===== src/rtl/ysyx23060136_ifu_fetch_gen.sv =====
// ysyx23060136_ifu_fetch_gen: IFU1 front end.
// Owns the fetch PC and keeps at most one imem read in flight. Each returned
// word is placed in the output slot feeding the IFU1->IFU2 register. Branch
// redirects retarget fetch, and any response still in flight from before the
// redirect is discarded when it arrives.
module ysyx23060136_ifu_fetch_gen #(
    parameter int unsigned       BITS_W  = 32,
    parameter logic [BITS_W-1:0] PC_RST  = BITS_W'(32'h8000_0000),
    parameter int unsigned       PC_STEP = 4
) (
    input  logic              clk,
    input  logic              rst_n,
    input  logic              BRANCH_flushIF,
    input  logic [BITS_W-1:0] BRANCH_target,
    input  logic              FORWARD_stallIF,
    output logic              imem_req_valid,
    output logic [BITS_W-1:0] imem_req_addr,
    input  logic              imem_req_ready,
    input  logic              imem_resp_valid,
    input  logic [31:0]       imem_resp_data,
    input  logic              imem_resp_err,
    output logic [BITS_W-1:0] IFU1_pc,
    output logic [31:0]       IFU1_inst,
    output logic              IFU1_valid,
    output logic              IFU1_err
);

    localparam int unsigned       INST_W = 32;
    localparam logic [BITS_W-1:0] STEP   = BITS_W'(PC_STEP);

    localparam logic [1:0] ST_IDLE = 2'd0;
    localparam logic [1:0] ST_REQ  = 2'd1;
    localparam logic [1:0] ST_WAIT = 2'd2;
    localparam logic [1:0] ST_HALT = 2'd3;

    logic [1:0]        state_q;
    logic [1:0]        state_d;
    logic [BITS_W-1:0] fetch_pc_q;
    logic [BITS_W-1:0] fetch_pc_d;
    logic              kill_q;
    logic              kill_d;

    logic              req_valid_d;
    logic [BITS_W-1:0] req_addr_d;
    logic              slot_valid_d;
    logic              slot_err_d;
    logic [BITS_W-1:0] slot_pc_d;
    logic [INST_W-1:0] slot_inst_d;

    logic              redir;
    logic              consume;
    logic              req_hs;
    logic              inflight_after;

    // Pipeline events for this cycle; a flush under stall is not a redirect.
    assign redir   = BRANCH_flushIF & ~FORWARD_stallIF;
    assign consume = IFU1_valid & ~FORWARD_stallIF;
    assign req_hs  = imem_req_valid & imem_req_ready;

    // A read is still outstanding after this cycle if we are waiting without a
    // response, or a request is currently presented (handshaked now or later).
    assign inflight_after = ((state_q == ST_WAIT) && !imem_resp_valid) ||
                            ((state_q == ST_REQ) && imem_req_valid);

    // Next-state, fetch PC, kill flag, output slot and request register values.
    always_comb begin
        state_d      = state_q;
        fetch_pc_d   = fetch_pc_q;
        kill_d       = kill_q;
        slot_valid_d = IFU1_valid;
        slot_err_d   = IFU1_err;
        slot_pc_d    = IFU1_pc;
        slot_inst_d  = IFU1_inst;
        req_valid_d  = 1'b0;
        req_addr_d   = imem_req_addr;

        if (consume) begin
            slot_valid_d = 1'b0;
            slot_err_d   = 1'b0;
        end

        case (state_q)
            ST_IDLE: state_d = ST_REQ;
            ST_REQ: begin
                if (req_hs) begin
                    state_d = ST_WAIT;
                    // A killed request was issued at the old PC; fetch_pc already holds the target.
                    if (!kill_q) begin
                        fetch_pc_d = fetch_pc_q + STEP;
                    end
                end
            end
            ST_WAIT: begin
                if (imem_resp_valid) begin
                    state_d = ST_REQ;
                    if (kill_q) begin
                        kill_d = 1'b0;
                    end else begin
                        slot_valid_d = 1'b1;
                        slot_err_d   = imem_resp_err;
                        slot_pc_d    = imem_req_addr;
                        slot_inst_d  = imem_resp_data;
                        if (imem_resp_err) begin
                            state_d = ST_HALT;
                        end
                    end
                end
            end
            ST_HALT: state_d = ST_HALT;
            default: state_d = ST_IDLE;
        endcase

        // Redirect overrides everything: retarget, empty the slot, mark stale reads.
        if (redir) begin
            fetch_pc_d   = BRANCH_target;
            slot_valid_d = 1'b0;
            slot_err_d   = 1'b0;
            kill_d       = inflight_after;
            if (((state_q == ST_WAIT) && !imem_resp_valid) ||
                ((state_q == ST_REQ) && req_hs)) begin
                state_d = ST_WAIT;
            end else begin
                state_d = ST_REQ;
            end
        end

        // Request only into an empty slot so a returning word always has room.
        req_valid_d = (state_d == ST_REQ) && !slot_valid_d;
        // Address is latched when a new request is raised and held until handshake.
        if (req_valid_d && !(imem_req_valid && !req_hs)) begin
            req_addr_d = fetch_pc_d;
        end
    end

    // State and output registers.
    always_ff @(posedge clk or negedge rst_n) begin
        if (!rst_n) begin
            state_q        <= ST_IDLE;
            fetch_pc_q     <= PC_RST;
            kill_q         <= 1'b0;
            imem_req_valid <= 1'b0;
            imem_req_addr  <= PC_RST;
            IFU1_pc        <= PC_RST;
            IFU1_inst      <= '0;
            IFU1_valid     <= 1'b0;
            IFU1_err       <= 1'b0;
        end else begin
            state_q        <= state_d;
            fetch_pc_q     <= fetch_pc_d;
            kill_q         <= kill_d;
            imem_req_valid <= req_valid_d;
            imem_req_addr  <= req_addr_d;
            IFU1_pc        <= slot_pc_d;
            IFU1_inst      <= slot_inst_d;
            IFU1_valid     <= slot_valid_d;
            IFU1_err       <= slot_err_d;
        end
    end

endmodule


===== config.mk =====
export PLATFORM = sky130hd
export DESIGN_NAME = ysyx23060136_ifu_fetch_gen
export DESIGN_NICKNAME = d
export VERILOG_FILES = /design/src/rtl/ysyx23060136_ifu_fetch_gen.sv
export SDC_FILE = /design/constraint.sdc
export NUM_CORES = 1
export LEC_CHECK = 0
export ABC_CLOCK_PERIOD_IN_PS = 2100
export BUFFER_PORTS_ARGS = -buffer_cell sky130_fd_sc_hd__buf_2
export CAP_MARGIN = 15
export CORE_UTILIZATION = 46
export DETAILED_ROUTE_END_ITERATION = 8
export GPL_ROUTABILITY_DRIVEN = 0
export PLACE_DENSITY = 0.86
export SYNTH_ARGS = -nofsm -noshare
export SYNTH_HDL_FRONTEND = slang
export SYNTH_SLANG_ARGS = --single-unit

===== constraint.sdc =====
create_clock -name clk -period 2.1 [get_ports clk]
set_input_delay 0.42 -clock clk [delete_from_list [all_inputs] [get_ports clk]]
set_output_delay 0.42 -clock clk [all_outputs]
set_load 0.02 [all_outputs]

==> results.ini, run 1 <==
[worst_setup_path]
r2r-end=imem_req_addr[31]
reg2reg_slack_ns=-0.11
cp_data_arrival_time_ns=2.57
cp-start-kind=register
crit_required_ns=2.46
path_cells=nand4_1 -> or4_4 -> buf_6 -> or4_4 -> a31oi_4 -> mux2_4
r2r-start=fetch_pc_q[14]
r2r_cells=6
critPathMaxFanout=7
slowest_delay_ns=0.59
cp-end-kind=register
path_common_cell=or4_4
critPathSlowestCell=or4_4
worst-setup-path-type=register to register

[status]
outcome=finished with violations
violations=negative setup slack

[clocking]
cts_sinks=134
clk_latency_ns=0.41
root_buffer=clkbuf_16
cts_tree=built
cts_buffers=17
htree_levels=4
max-clock-path-buffers=2
path_clk_slew_ns=0.06

[timing]
slew_violations=0
setup_viol=17
max_slew_margin_pct=67.2
fmax_mhz=452
tightest_slew_ns=0.489
fin_crit_sh_pct=105
holdWs_ns=0.239
hold_violations=0
rsz0062_at_grt=yes
fin_tns_setup_ns=-0.942
clock_skew_ns=0.00801
layout_setup_ws_ns=-0.111
min_period_ns=2.21

[logic_synthesis]
yosysWarningCount=0
synth_top_cell_area_share_pct=57.8
syn_nets=511
ys_seq_elements=134
synth-edff-count=0
yosysSeqAreaShare_pct=59.2
async_flop_share_pct=100
synth_area_um2=5670
synthCells=439
syn_area_per_cell_um2=12.9
synth_flop_cell=dfrtp_1
yosysMostFrequentCell=dfrtp_1
synth_cell_types=41
synth_top_area_cell=dfrtp_1
ys_top_cells_by_count=dfrtp_1, mux2_2, nor2_1
synth_area_leaders=dfrtp_1, mux2_2, nor2_1

[global_route]
antenna_found_initial=0
grt_max_degree=67
grt_util_all_layers_pct=22.9
grt_pass1_vias=4669
gr-total-overflow=0
grt_pass1_wl_um=22600

[final_layout]
fillCellCount=916
syn2layout_area_growth_pct=39.8
diodes=0
layout.nets=732
layout-drive-gt1-share_pct=58.6

[routing]
first_pass_iters=4
avgViaCountPerCell=5.54
drt_iter0_markers=206
wire_per_inst_um=17.7
ant_nets=0
vias=4538
wl_um=14500
drc=0

[floorplan]
die-area_um2=12800
start_util_pct=47.2
io_pins=170
core_area_um2=12000
die_x_um=113
num_rows=40
die_y_um=113

[worst_hold_path]
holdCritPathClass=input pin to register
hold_depth=2
hp-start=imem_resp_data[21]
hold_path_end=IFU1_inst[21]

[flow_run]
maxCapViolCount=0

[place]
dp_slack_ns=-0.0939
port_buffers=169
dp_hpwl_um=9220

[pwr]
irDropWorstVdd_mv=0.997
p_leak_nw=3.66
power_density_nw_per_um2=1490

per-layer routing:
| layer | global-route usage, % | vias to the layer above | share of wire (%) |
|---|---|---|---|
| met5 | 0 | - | 0 |
| met1 | 26.8 | 2257 | 40 |
| met3 | 6.00 | 41 | 6.0 |
| met2 | 39.5 | 181 | 51 |
| li1 | - | 2059 | - |
| met4 | 10.4 | 0 | 2.9 |
registers in the layout, indices dropped and copies added, names as in the netlist:
| signal | flops |
|---|---|
| IFU1_err | 1 |
| IFU1_inst | 32 |
| IFU1_pc | 32 |
| IFU1_valid | 1 |
| fetch_pc_q | 32 |
| imem_req_addr | 32 |
| imem_req_valid | 1 |
| kill_q | 1 |
| state_q | 2 |
power by group:
group | total (mW) | internal (mW) | switching [mW]
registers | 4.33 | 3.67 | 0.665
clock network | 2.71 | 1.67 | 1.04
logic | 4.75 | 2.18 | 2.57
total | 11.8 | 7.52 | 4.27
repair_timing:
| action | CTS | global route |
|---|---|---|
| endpoints found under the setup margin | 15 | 36 |
| hold endpoints to repair | 42 | 0 |
| hold buffers | 1 | 0 |
| cloned | 1 | 0 |
| pin swaps | 6 | 21 |
| resized for setup | 12 | 43 |
| setup buffers | 5 | 11 |
layout make-up:
cell class                 count  area [um^2]  area share, %
sequential                   134         3360           42.4
multi-input combinational    273         2440           30.8
timing repair buffer         227         1370           17.3
clock buffer                  22          464           5.86
tap                          147          184           2.32
clock inverter                 9         78.8          0.995
inverter                       7         26.3          0.332
cells in the final DEF (no fill, tap or decap), types with 9 or more instances in the layout:
cell / instances
a21oi_1: 10
a31oi_1: 9
buf_2: 168
buf_4: 47
clkbuf_16: 17
dfrtp_1: 131
mux2_2: 89
nand2_1: 11
nand3_1: 11
nor2_1: 33
o21ai_0: 9
o31ai_1: 9
or4_4: 12
metrics by stage:
stage               utilization (%)  area [um^2]  cells  power, mW
floorplan                         -         5670    439       7.06
global placement               58.1         6980    770       8.65
detailed placement             58.1         6980    770       8.85
CTS                            63.5         7630    808       11.7
global route                   65.9         7920    819       12.4
finish                         65.9         7920    819       11.8
worst max-delay path: cells and delay by family, from the launching register on:
family | cells | cell delay [ns]
buf+inv | 1 | 0.16
simple gates | 3 | 1.27
mux | 1 | 0.17
flops | 1 | 0.37
compound gates | 1 | 0.18
kinds of logic (layout without fill, tap and decap cells):
| group | after synthesis | count (layout) | share of synthesized area [%] |
|---|---|---|---|
| DFF | 134 | 134 | 59.2 |
| adders and majority gates | 1 | 1 | 0.221 |
| muxes | 99 | 99 | 19.7 |
| buffers and inverters | 32 | 265 | 2.38 |
| and+or+nand+nor | 106 | 106 | 10.5 |
| xor gates and xnor gates | 8 | 8 | 1.24 |
| AOI/OAI and AO/OA | 59 | 59 | 6.80 |
worst max path at each step:
stage,from,to,slack [ns],cells past startpoint
final,fetch_pc_q[14],imem_req_addr[31],-0.11,6
after global routing,fetch_pc_q[19],imem_req_addr[31],-0.17,6
after CTS,fetch_pc_q[19],imem_req_addr[28],-0.07,6
after detailed placement,fetch_pc_q[16],imem_req_addr[28],-0.09,6
after global placement,fetch_pc_q[18],imem_req_addr[31],-0.01,6
after floorplan,imem_req_valid,imem_req_addr[21],0.01,7
Note: power is estimated with default switching activity, not from simulation.
==> run 2, diff against run 1 <==
--- a/config.mk
+++ b/config.mk
@@ -5,13 +5,15 @@
 export SDC_FILE = /design/constraint.sdc
 export NUM_CORES = 1
 export LEC_CHECK = 0
-export ABC_CLOCK_PERIOD_IN_PS = 2100
+export ABC_CLOCK_PERIOD_IN_PS = 1900
 export BUFFER_PORTS_ARGS = -buffer_cell sky130_fd_sc_hd__buf_2
 export CAP_MARGIN = 15
 export CORE_UTILIZATION = 46
 export DETAILED_ROUTE_END_ITERATION = 8
 export GPL_ROUTABILITY_DRIVEN = 0
+export HOLD_SLACK_MARGIN = 0.06
 export PLACE_DENSITY = 0.86
 export SYNTH_ARGS = -nofsm -noshare
 export SYNTH_HDL_FRONTEND = slang
 export SYNTH_SLANG_ARGS = --single-unit
+export TNS_END_PERCENT = 30
==> constraint.sdc (replaced) <==
create_clock -name clk -period 1.9 [get_ports clk]
set_input_delay 0.38 -clock clk [delete_from_list [all_inputs] [get_ports clk]]
set_output_delay 0.38 -clock clk [all_outputs]
set_load 0.02 [all_outputs]
==> results.ini, run 2 (same netlist as run 1, synthesis figures left out) <==
[timing]
setup_viol=40
tightest_slew_ns=0.419
slew_violations=0
min_period_ns=2.20
clock_skew_ns=0.0106
fmax_mhz=455
rsz0062_at_grt=yes
max_slew_margin_pct=72.1
fin_crit_sh_pct=116
hold_violations=0
layout_setup_ws_ns=-0.298

[floorplan]
io_pins=170
die_y_um=113
num_rows=40
die_x_um=113
die-area_um2=12800
core_area_um2=12000
start_util_pct=47.2

[status]
outcome=finished with violations
violations=negative setup slack

[pwr]
p_clk_share_pct=23.7
p_sw_share_pct=35.4
internal-power_mw=9.05
power_density_nw_per_um2=1640
irDropWorstVdd_mv=0.972
p_leak_nw=3.96
switchingPower_mw=4.95
p_total_mw=14.0
pwr-share-comb_pct=42.1
seqPwrFrac_pct=34.3

[worst_hold_path]
holdCritPathClass=input pin to register
hold_depth=2

[clocking]
htree_levels=4
cts_sinks=134
max-clock-path-buffers=2
cts_tree=built
root_buffer=clkbuf_16
path_clk_slew_ns=0.06
cts_buffers=17
clk_latency_ns=0.42

[worst_setup_path]
r2r_cells=6
crit_required_ns=2.26
cp-start-kind=register
worst-setup-path-type=register to register
cp_data_arrival_time_ns=2.55
critPathMaxFanout=8
cp-end-kind=register

[flow_run]
maxCapViolCount=0

[final_layout]
final_area_um2=8510
postLayoutCoreUtil_pct=70.9
layout.nets=753
fillCellCount=831
layout-drive-gt1-share_pct=62.5
final_cell_mix=buf_2, dfrtp_1, mux2_2
diodes=0
seq_area_um2=3360
layout_commonest_cell=buf_2
syn2layout_area_growth_pct=50.2
multiInputGateArea_um2=2740
stdcell_count=841

[global_route]
grt_max_degree=79
gr-total-overflow=0
grt_pass1_vias=4917
antenna_found_initial=0
grt_util_all_layers_pct=24.5
grt_pass1_wl_um=24200

[routing]
drt_iter0_markers=115
wire_per_inst_um=18.5
avgViaCountPerCell=5.48
wl_um=15600
drc=0
vias=4607
first_pass_iters=6
ant_nets=0

[place]
dp_hpwl_um=9660
port_buffers=169
placed_area_um2=7140
dp_cells=788

run 2: worst max-delay path, stage by stage (launching register included):
cell and delay, ns:
dfrtp_1 0.38, nand4_1 0.17, or4_4 0.59, buf_8 0.15, or4_1 0.44, a31oi_2 0.22
mux2_4 0.17
run 2: layer usage:
| layer | vias up | global-route usage (%) | part of all wire, % |
|---|---|---|---|
| met3 | 38 | 6.21 | 5.4 |
| li1 | 2098 | - | - |
| met4 | 0 | 11.3 | 3.1 |
| met5 | - | 0 | 0 |
| met2 | 173 | 41.0 | 50 |
| met1 | 2298 | 30.1 | 41 |
run 2: cell type report:
cell class / count / share of cell area, %
clock buffers: 24 / 5.54
clock inverters: 8 / 1.44
inverters: 7 / 0.309
multi-input cells: 273 / 32.2
flip-flops and latches: 134 / 39.5
well taps: 147 / 2.16
repair buffers: 248 / 18.9
run 2: per-stage QoR:
stage | setup slack [ns] | setup TNS [ns] | hold slack (ns)
after global routing | -0.328 | -9.16 | 0.187
after floorplan | -0.169 | -2.39 | 0.0844
final | -0.298 | -6.67 | 0.190
after global placement | -0.171 | -4.11 | 0.214
after detailed placement | -0.263 | -8.74 | 0.221
after CTS | -0.258 | -4.88 | 0.180
run 2: worst paths after layout:
check | from | end | slack [ns]
max | fetch_pc_q[16] | imem_req_addr[28] | -0.30
min | imem_resp_data[24] | IFU1_inst[24] | 0.19
max reg2reg | fetch_pc_q[16] | imem_req_addr[28] | -0.30
min reg2reg | IFU1_inst[16] | IFU1_inst[16] | 0.50
max in group asynchronous | rst_n | fetch_pc_q[18] | 0.90
min in group asynchronous | rst_n | IFU1_inst[7] | 0.35
run 2: repair_timing:
action | 4_1_cts | 5_1_grt
cloned | 3 | 0
endpoints found under the setup margin | 92 | 95
endpoints found under the hold margin | 54 | 0
resized for setup | 75 | 47
hold buffers | 1 | 0
pin swaps | 27 | 21
setup buffers | 13 | 5
run 2: power groups by stage:
stage	Combinational, mW	Clock (mW)	Sequential, mW
finish	5.89	3.31	4.80
global route	6.26	3.48	4.93
detailed placement	5.18	0	4.79
CTS	5.72	3.35	4.79
floorplan	1.87	0	5.99
global placement	5.04	0	4.70
